==> config.mk <==
export PLATFORM = sky130hd
export DESIGN_NAME = fitness_sequencer
export DESIGN_NICKNAME = d
export VERILOG_FILES = /design/src/rtl/fitness_sequencer_pkg.sv /design/src/rtl/fitness_sequencer_match_counter.sv /design/src/rtl/fitness_sequencer.sv
export SDC_FILE = /design/constraint.sdc
export NUM_CORES = 1
export LEC_CHECK = 0
export CAP_MARGIN = 20
export CELL_PAD_IN_SITES_DETAIL_PLACEMENT = 0
export CELL_PAD_IN_SITES_GLOBAL_PLACEMENT = 1
export CORE_MARGIN = 2
export CORE_UTILIZATION = 27
export DETAILED_ROUTE_END_ITERATION = 10
export PLACE_DENSITY_LB_ADDON = 0.1
export SYNTH_ARGS = -nofsm -noshare
export SYNTH_HDL_FRONTEND = slang
export SYNTH_HIERARCHICAL = 1
export SYNTH_SLANG_ARGS = --single-unit
export TNS_END_PERCENT = 100
==> constraint.sdc <==
create_clock -name clk -period 3.2 [get_ports clk]
set_clock_uncertainty 0.15 [all_clocks]
set_input_delay 0.64 -clock clk [delete_from_list [all_inputs] [get_ports clk]]
set_output_delay 0.64 -clock clk [all_outputs]
set_load 0.02 [all_outputs]
==> src/rtl/fitness_sequencer_pkg.sv <==
// Shared definitions for the fitness sequencer: geneBlock control code, FSM state
// encoding and a ceil-log2 helper used to size counters.
package fitness_sequencer_pkg;

  localparam logic [2:0] FITNESS_CONTROLLER = 3'b001;
  localparam int         PI_BIT_DEFAULT     = 3;
  localparam int         NV_DEFAULT         = 2 ** PI_BIT_DEFAULT;

  typedef enum logic [2:0] {
    ST_IDLE  = 3'd0,
    ST_SETUP = 3'd1,
    ST_APPLY = 3'd2,
    ST_WAIT  = 3'd3,
    ST_NEXT  = 3'd4,
    ST_DONE  = 3'd5,
    ST_ABORT = 3'd6
  } fsm_state_e;

  // Never returns less than 1 so a counter always has at least one bit.
  function automatic int clog2(input int value);
    int result = 0;
    while ((1 << result) < value) result++;
    return (result < 1) ? 1 : result;
  endfunction

endpackage

==> src/rtl/fitness_sequencer_match_counter.sv <==
// Combinational scorer: counts the bits where a geneBlock result agrees with its target.
module match_counter #(
  parameter int resultBit = 2,
  parameter int countBit  = 2
) (
  input  logic [resultBit-1:0] result_i,
  input  logic [resultBit-1:0] target_i,
  output logic [countBit-1:0]  matchCount_o
);

  logic [resultBit-1:0] same;

  always_comb begin
    same         = ~(result_i ^ target_i);
    matchCount_o = '0;
    for (int i = 0; i < resultBit; i++) begin
      matchCount_o = matchCount_o + countBit'(same[i]);
    end
  end

endmodule

==> src/rtl/fitness_sequencer.sv <==
// Drives one gene through geneBlock for every primary-input vector and accumulates
// the number of result bits that match the target truth table.
module fitness_sequencer
  import fitness_sequencer_pkg::*;
#(
  parameter int         geneBit            = 107,
  parameter int         primaryInputBit    = PI_BIT_DEFAULT,
  parameter int         resultBit          = 2,
  parameter int         fitBit             = 5,
  parameter int         timeoutCycles      = 64,
  parameter logic [2:0] fitness_controller = FITNESS_CONTROLLER
) (
  input  logic                                       clk,
  input  logic                                       rst,
  input  logic                                       start,
  input  logic [geneBit-1:0]                         geneIn,
  input  logic [(2**primaryInputBit)*resultBit-1:0]  targetTable,
  input  logic [resultBit-1:0]                       blockResult,
  input  logic                                       blockResultIsReady,
  output logic [geneBit-1:0]                         geneOut,
  output logic                                       geneIsReady,
  output logic [2:0]                                 state_controller,
  output logic [fitBit-1:0]                          fitness,
  output logic                                       fitnessValid,
  output logic                                       timeoutErr,
  output logic                                       busy
);

  localparam int NV      = 2 ** primaryInputBit;
  localparam int VEC_W   = primaryInputBit + 1;
  localparam int WAIT_W  = clog2(timeoutCycles);
  localparam int SETUP_W = clog2(primaryInputBit + 3);
  localparam int CNT_W   = clog2(resultBit + 1);
  localparam int LOW_W   = geneBit - primaryInputBit;

  fsm_state_e         state_q, state_d;
  logic [LOW_W-1:0]   geneReg_q, geneReg_d;
  logic [VEC_W-1:0]   vec_q, vec_d;
  logic [WAIT_W-1:0]  waitCnt_q, waitCnt_d;
  logic [SETUP_W-1:0] setupCnt_q, setupCnt_d;
  logic [fitBit-1:0]  acc_q, acc_d;
  logic [fitBit-1:0]  fitness_q, fitness_d;
  logic               timeoutErr_q, timeoutErr_d;

  logic [resultBit-1:0] targetSlice;
  logic [CNT_W-1:0]     matchCount;

  // Only the low field of the gene is stored; the primary-input field is regenerated from vec.
  assign targetSlice = targetTable[vec_q[primaryInputBit-1:0]*resultBit +: resultBit];

  match_counter #(
    .resultBit (resultBit),
    .countBit  (CNT_W)
  ) u_match (
    .result_i     (blockResult),
    .target_i     (targetSlice),
    .matchCount_o (matchCount)
  );

  always_ff @(posedge clk or negedge rst) begin
    if (!rst) begin
      state_q      <= ST_IDLE;
      geneReg_q    <= '0;
      vec_q        <= '0;
      waitCnt_q    <= '0;
      setupCnt_q   <= '0;
      acc_q        <= '0;
      fitness_q    <= '0;
      timeoutErr_q <= 1'b0;
    end else begin
      state_q      <= state_d;
      geneReg_q    <= geneReg_d;
      vec_q        <= vec_d;
      waitCnt_q    <= waitCnt_d;
      setupCnt_q   <= setupCnt_d;
      acc_q        <= acc_d;
      fitness_q    <= fitness_d;
      timeoutErr_q <= timeoutErr_d;
    end
  end

  always_comb begin
    state_d      = state_q;
    geneReg_d    = geneReg_q;
    vec_d        = vec_q;
    waitCnt_d    = waitCnt_q;
    setupCnt_d   = setupCnt_q;
    acc_d        = acc_q;
    fitness_d    = fitness_q;
    timeoutErr_d = timeoutErr_q;

    unique case (state_q)
      ST_IDLE: begin
        if (start) begin
          geneReg_d    = geneIn[LOW_W-1:0];
          vec_d        = '0;
          acc_d        = '0;
          fitness_d    = '0;
          timeoutErr_d = 1'b0;
          setupCnt_d   = '0;
          state_d      = ST_SETUP;
        end
      end
      // geneBlock needs primaryInputBit+2 cycles to settle its column offsets.
      ST_SETUP: begin
        if (setupCnt_q == SETUP_W'(primaryInputBit + 1)) begin
          state_d = ST_APPLY;
        end else begin
          setupCnt_d = setupCnt_q + SETUP_W'(1);
        end
      end
      ST_APPLY: begin
        waitCnt_d = '0;
        state_d   = ST_WAIT;
      end
      ST_WAIT: begin
        if (blockResultIsReady) begin
          acc_d   = acc_q + fitBit'(matchCount);
          state_d = ST_NEXT;
        end else if (waitCnt_q == WAIT_W'(timeoutCycles - 1)) begin
          timeoutErr_d = 1'b1;
          fitness_d    = acc_q;
          state_d      = ST_ABORT;
        end else begin
          waitCnt_d = waitCnt_q + WAIT_W'(1);
        end
      end
      ST_NEXT: begin
        if (vec_q == VEC_W'(NV - 1)) begin
          fitness_d = acc_q;
          state_d   = ST_DONE;
        end else begin
          vec_d   = vec_q + VEC_W'(1);
          state_d = ST_APPLY;
        end
      end
      ST_DONE:  state_d = ST_IDLE;
      ST_ABORT: state_d = ST_IDLE;
      default:  state_d = ST_IDLE;
    endcase
  end

  assign geneOut          = {vec_q[primaryInputBit-1:0], geneReg_q};
  assign geneIsReady      = (state_q == ST_APPLY);
  assign fitnessValid     = (state_q == ST_DONE);
  assign busy             = (state_q != ST_IDLE);
  assign state_controller = busy ? fitness_controller : 3'b000;
  assign fitness          = fitness_q;
  assign timeoutErr       = timeoutErr_q;

endmodule

After elaboration in Yosys (flattened, before gate mapping)
Index checks and enable logic that the tools add are counted.

word-level totals
  output and inout port bits = 119
  register bits = 131
  word-level logic and storage cells = 76

cells by class
  shifts and indexed selects = 1
  bitwise gates (word level) = 2
  $add $sub $neg = 5
  equality and inequality tests = 18
  mux-type cells = 27
  reduce and logical (&&, ||, !) cells = 15

operators by type and width
  cell                   number
  $mux W5                5
  $mux W3                7
  $ne A2 B2 Y1 const B   9
  $shiftx A16 B5 Y2      1
  $pmux W3 S5            1
  $pmux W5 S3            1
  $reduce_and A3 Y1      5
  $mux W6                2
  $pmux W6 S2            1
  $pmux W5 S2            1
  $eq A3 B3 Y1 const B   3
  $mux W4                2
  $pmux W4 S2            1
  $reduce_bool A2 Y1     4
  $add A6 B1 Y6 const B  1
  $eq A3 B2 Y1 const B   2
  $eq A6 B6 Y1 const B   1
  $pmux W3 S2            1
  $reduce_bool A3 Y1     2
  $add A5 B2 Y5          1
  $reduce_and A5 Y1      1
  $add A4 B1 Y4 const B  1
  $eq A4 B3 Y1 const B   1
  $mux W1                4
  10 further kinds       10

Depth between registers and ports, before layout
  depth in word-level cells = 7
  mapped depth = 11
  depth with buffers taken out = 10

Cells and area by module
Netlist, hierarchy kept.

by module, submodules not included
  module             area each (µm²)  instances  cells each
  fitness_sequencer  5589.1           1          618
  match_counter      30.0             1          3

Least setup slack after synthesis
No wires, ideal clock.

  path type = reg2reg
  start point = register vec_q[0]
  end point = register acc_q[2]
  setup time = 0.077 ns
  period minus slack after synthesis = 3.126 ns
  path slack = 0.074 ns
  cell stages (with the launch flop) = 11
  arrival time = 2.899 ns
  path through = dfrtp_1 clkbuf_1 mux4_2 mux2_2 xnor2_1 ha_1 ha_1 inv_1 fa_1 or3_1 a21oi_1

on the way
  word-level cells in the longest chain between the ends = 7

RTL lines
  what                      RTL line                               RTL
  start: declaration        fitness_sequencer.sv:38                logic [VEC_W-1:0] vec_q, vec_d;
  start signal: assignment  fitness_sequencer.sv:73                vec_q <= vec_d;
  $shiftx A16 B5 Y2         fitness_sequencer.sv:49                assign targetSlice = targetTable[vec_q[primaryInputBit-1:0]*resultBit +: resultBit];
  via targetSlice[0]        fitness_sequencer.sv:45                logic [resultBit-1:0] targetSlice;
  $xor A2 B2 Y2             fitness_sequencer_match_counter.sv:14  same = ~(result_i ^ target_i);
  $not A2 Y2                fitness_sequencer_match_counter.sv:14
  $add A1 B1 Y2             fitness_sequencer_match_counter.sv:17  matchCount_o = matchCount_o + countBit'(same[i]);
  via matchCount[0]         fitness_sequencer.sv:46                logic [CNT_W-1:0] matchCount;
  $add A5 B2 Y5             fitness_sequencer.sv:118               acc_d = acc_q + fitBit'(matchCount);
  $mux W5                   fitness_sequencer.sv:117               if (blockResultIsReady) begin
  $pmux W5 S2               fitness_sequencer.sv:92                unique case (state_q)
  end signal: assignment    fitness_sequencer.sv:67                acc_q <= '0;
  end signal: assignment    fitness_sequencer.sv:76                acc_q <= acc_d;
  end: declaration          fitness_sequencer.sv:41                logic [fitBit-1:0] acc_q, acc_d;

The timed path passes the listed nets, and every way through them passes these cells. The select of a mux whose other input is x is not followed.
A chain may end at the register's enable or synchronous reset.

Worst setup path in the final report
  start point = input port targetTable[10]
  end point = register acc_q[2]

on the way
  word-level cells in the longest chain between the ends = 7

RTL lines
  what                RTL line                               RTL
  start: declaration  fitness_sequencer.sv:17                input logic [(2**primaryInputBit)*resultBit-1:0] targetTable,
  $shiftx A16 B5 Y2   fitness_sequencer.sv:49
  via targetSlice[0]  fitness_sequencer.sv:45
  $xor A2 B2 Y2       fitness_sequencer_match_counter.sv:14
  $not A2 Y2          fitness_sequencer_match_counter.sv:14
  $add A1 B1 Y2       fitness_sequencer_match_counter.sv:17
  via matchCount[0]   fitness_sequencer.sv:46
  $add A5 B2 Y5       fitness_sequencer.sv:118
  $mux W5             fitness_sequencer.sv:117
  $pmux W5 S2         fitness_sequencer.sv:92

The timed path passes the listed nets, and every way through them passes these cells. The select of a mux whose other input is x is not followed.

==> summary.txt <==
Synthesis
  • Compound-gate portion of the synthesized area: 4.10%
  • EDFF count, synth: 0
  • Total of flip-flops plus latches after synthesis: 131
  • Combinational family with the most area after synthesis: simple AND/OR/NAND/NOR gates
  • Number of warnings issued by yosys: 6
  • Multiplexer fraction of the synthesized cell area: 2.89%
  • Share of flip-flops with an asynchronous set or reset after synthesis: 100%
  • Fraction of synthesized cell area taken by the top area cell type: 58.3%
  • Post-Synth Adder-Cell Area: 1.91%
  • Post-synthesis instance area: 0.00562 sq mm
  • Post-Syn Instances: 621
  • Prevailing post-synth register cell: dfrtp_1
  • Avg Inst Size Synth: 9.05 sq um
  • Dominant cell by count in the synthesized netlist: nand2_1
  • Area leader, netlist: dfrtp_1
  • Unique masters post-synth: 47
  • Simple-gate area share of the yosys netlist: 27.5%
  • Synth cell count leaders: nand2_1 (330), dfrtp_1 (131), buf_2 (16)
  • Most area-consuming cells after synthesis: dfrtp_1 (58%), nand2_1 (22%), mux4_2 (1.6%)
  • Share of the yosys chip area belonging to registers: 58.3%
  • Xor and xnor area share after synthesis: 0.935%

Floorplanning
  • Die Footprint: 0.0220 sq mm
  • Starting density of the core: 27.7%
  • Io pins: 248
  • Die Span X: 148 microns
  • Overall die height: 148 microns
  • Area of the core: 0.0203 sq mm
  • Number of placement rows: 52

Status
  • Status: finished clean

Layout
  • Number of fillers in the final layout: 1,968
  • Post-layout net count: 996
  • Design area: 0.00899 sq mm
  • Share of the core filled with cells in the final layout: 44.3%
  • Share of layout cells above drive strength 1: 7.12%
  • Final Instance Count excl. Fillers: 1,142
  • Area grow syn2layout: 59.9%

Setup path
  • Largest delay share family, worst path: adder cells
  • Highest-delay cell along the critical path: mux4_2
  • Buffers & Inverters on Critical Path: 2
  • Critical path required time: 3380 ps
  • Capturing element of the worst setup path: acc_q[2]$_DFFE_PN0P_
  • Number of gates on the worst path with buffers counted: 10
  • Launch point of the worst reg-to-reg path: vec_q[0]$_DFFE_PN0P_
  • Internal reg-to-reg setup slack: 130 ps
  • CP Class: in2reg
  • Crit path launch type: input port
  • Arrival @ worst endpoint: 3340 ps
  • Capture point of the worst reg-to-reg path: acc_q[2]$_DFFE_PN0P_
  • Biggest cell delay along the critical path: 470 ps
  • Peak fanout along the critical path: 3
  • Timing startpoint of the critical path: targetTable[10]
  • Worst r2r path cells: 9
  • Kind of capture point of the worst setup path: flop
  • Sequence of cells on the critical path: clkdlybuf4s50_1 -> mux4_2 -> mux2_4 -> xnor2_2 -> ha_1 -> ha_2 -> inv_1 -> fa_2 -> or3_1 -> a21oi_1

Clocking
  • Hold-fix buffers at CTS: 0
  • Root cell of the clock tree: clkbuf_16
  • Latest clock arrival within the worst-skew pair: 410 ps
  • Clock tree from TritonCTS: built
  • Sink Count: 131
  • Number of buffers added by the clock tree synthesis step: 17
  • Clk pin slew, worst setup/hold paths: 60 ps
  • H-tree Lvls: 4
  • Number of buffers between clock root and the deepest sink: 2

STA
  • Max Clk Rate: 317 MHz
  • Share of the clock period used by the worst path: 98.6%
  • Number of slew-limit violations in the final report: 0
  • Actual slew at the worst max-slew pin: 551 ps
  • Post-route worst setup slack: 43.3 ps
  • # setup viols final: 0
  • Time the worst path needs with I/O delays and setup: 3160 ps
  • Hold violation count in the final report: 0
  • Relative slew slack: 63.2%

Pwr
  • Max rail drop VDD: 358 uV
  • Leakage power total: 4.25 nW
  • Combinational power share: 45.3%
  • Power dissipated by switching net loads: 3.33 mW
  • Net Sw Frac: 37.9%
  • Internal Power: 5.45 mW
  • Areal power density over the cells: 977 mW/mm^2
  • Part of the power in the clock network: 22.8%
  • Fraction of power consumed by sequential logic: 31.9%

Route
  • DRC Markers: 0
  • Routed vias: 4,934
  • Violation count after the first detailed-routing iteration: 198
  • Detailed-route wire length: 16.8 mm
  • Drt first pass iters: 4
  • Number of nets still failing antenna checks after routing: 0
  • Mean number of vias per cell: 4.32
  • Routed wire per std cell: 14.7 microns

Place
  • Final estimated routing congestion in global placement: 0.771
  • Placement-stage cell area: 0.00834 sq mm
  • Half-perimeter wire length of the detailed placement result: 11.9 mm
  • Dpl ws: -413 ps
  • Post-placement cell count: 1,109
  • IO Port Bufs: 242

Global routing
  • Initial antenna violation count: 0
  • Global-route wire length before repair: 26.4 mm
  • Total grt overflow: 0
  • Global-route usage over all layers: 15.4%
  • Pin count of the biggest net entering global routing: 111
  • Via count of the first global-routing pass: 4,937

Flow run
  • Count of maximum capacitance violations: 0

Hold path
  • Worst Hold Class: in2async
## routing by layer
layer / global-route usage, % / wire [microns] / up-vias
li1: - / - / 2435
met1: 19.1 / 7150 / 2316
met3: 4.11 / 993 / 27
met5: 0 / 0 / -
met4: 7.05 / 420 / 0
met2: 25.3 / 8190 / 156
## cells in the final DEF, fill, tap and decap left out, types with 6 or more instances in the layout
master,netlist,routed
a21oi_1,7,7
buf_4,6,11
clkbuf_16,0,17
clkdlybuf4s50_1,0,241
clkinvlp_4,0,6
dfrtp_1,131,131
ha_1,7,6
inv_1,14,14
nand2_1,330,329
nand3_1,11,11
nor2_1,11,11
o21ai_0,10,10
## registers in the layout (all words and copies together) (netlist names)
name / flops
geneReg_q: 104
vec_q: 4
state_q: 3
acc_q: 5
waitCnt_q: 6
timeoutErr: 1
fitness: 5
setupCnt_q: 3
## worst min path at each step
| stage | from | endpoint | cells after the start |
|---|---|---|---|
| 6_report | rst | geneReg_q[21]$_DFFE_PN0P_ | 1 |
| 5_1_grt | rst | geneReg_q[21]$_DFFE_PN0P_ | 1 |
| 4_1_cts | rst | geneReg_q[21]$_DFFE_PN0P_ | 1 |
| 3_5_place_dp | geneReg_q[45]$_DFFE_PN0P_ | geneReg_q[45]$_DFFE_PN0P_ | 2 |
| 3_3_place_gp | geneReg_q[39]$_DFFE_PN0P_ | geneReg_q[39]$_DFFE_PN0P_ | 2 |
| 2_1_floorplan | rst | acc_q[0]$_DFFE_PN0P_ | 0 |
## final cells by class
cell class | instances | area, sq um | share of cell area [%]
diodes | 1 | 2.50 | 0.0278
repair buffers | 256 | 2570 | 28.6
clock buffers | 19 | 453 | 5.04
well taps | 270 | 338 | 3.76
flip-flops and latches | 131 | 3280 | 36.5
multi-input cells | 439 | 2140 | 23.8
inverters | 14 | 52.6 | 0.585
clock inverters | 12 | 158 | 1.75
## kinds of logic after synthesis
kind of cell               count (synthesis)
AOI/OAI and AO/OA                         32
xor gates and xnor gates                   6
adders and majority gates                  8
buffers and inverters                     52
DFF                                      131
muxes                                     11
other                                      1
and+or+nand+nor                          380
## timing repair
action,4_1_cts,5_1_grt
resized for setup,0,5
endpoints found under the setup margin,0,2
buffers inserted,0,1
## per-stage QoR
stage                     TNS (ps)  hold WS (ps)  power (mW)
after detailed placement     -1120           311        6.85
final                            0          14.1        8.78
after CTS                        0          22.0        8.91
after global placement        -982           307        6.79
after global routing         -43.9          38.5        9.41
after floorplan                  0           194        4.87
## power groups by stage
| stage | clock network [mW] | registers, mW | logic [mW] |
|---|---|---|---|
| after floorplan | 0 | 3.53 | 1.35 |
| after global placement | 0 | 2.81 | 3.98 |
| after detailed placement | 0 | 2.83 | 4.03 |
| after CTS | 2.07 | 2.80 | 4.04 |
| after global routing | 2.16 | 2.90 | 4.35 |
| final | 2.00 | 2.80 | 3.98 |
(Power assumes the default switching activity.)
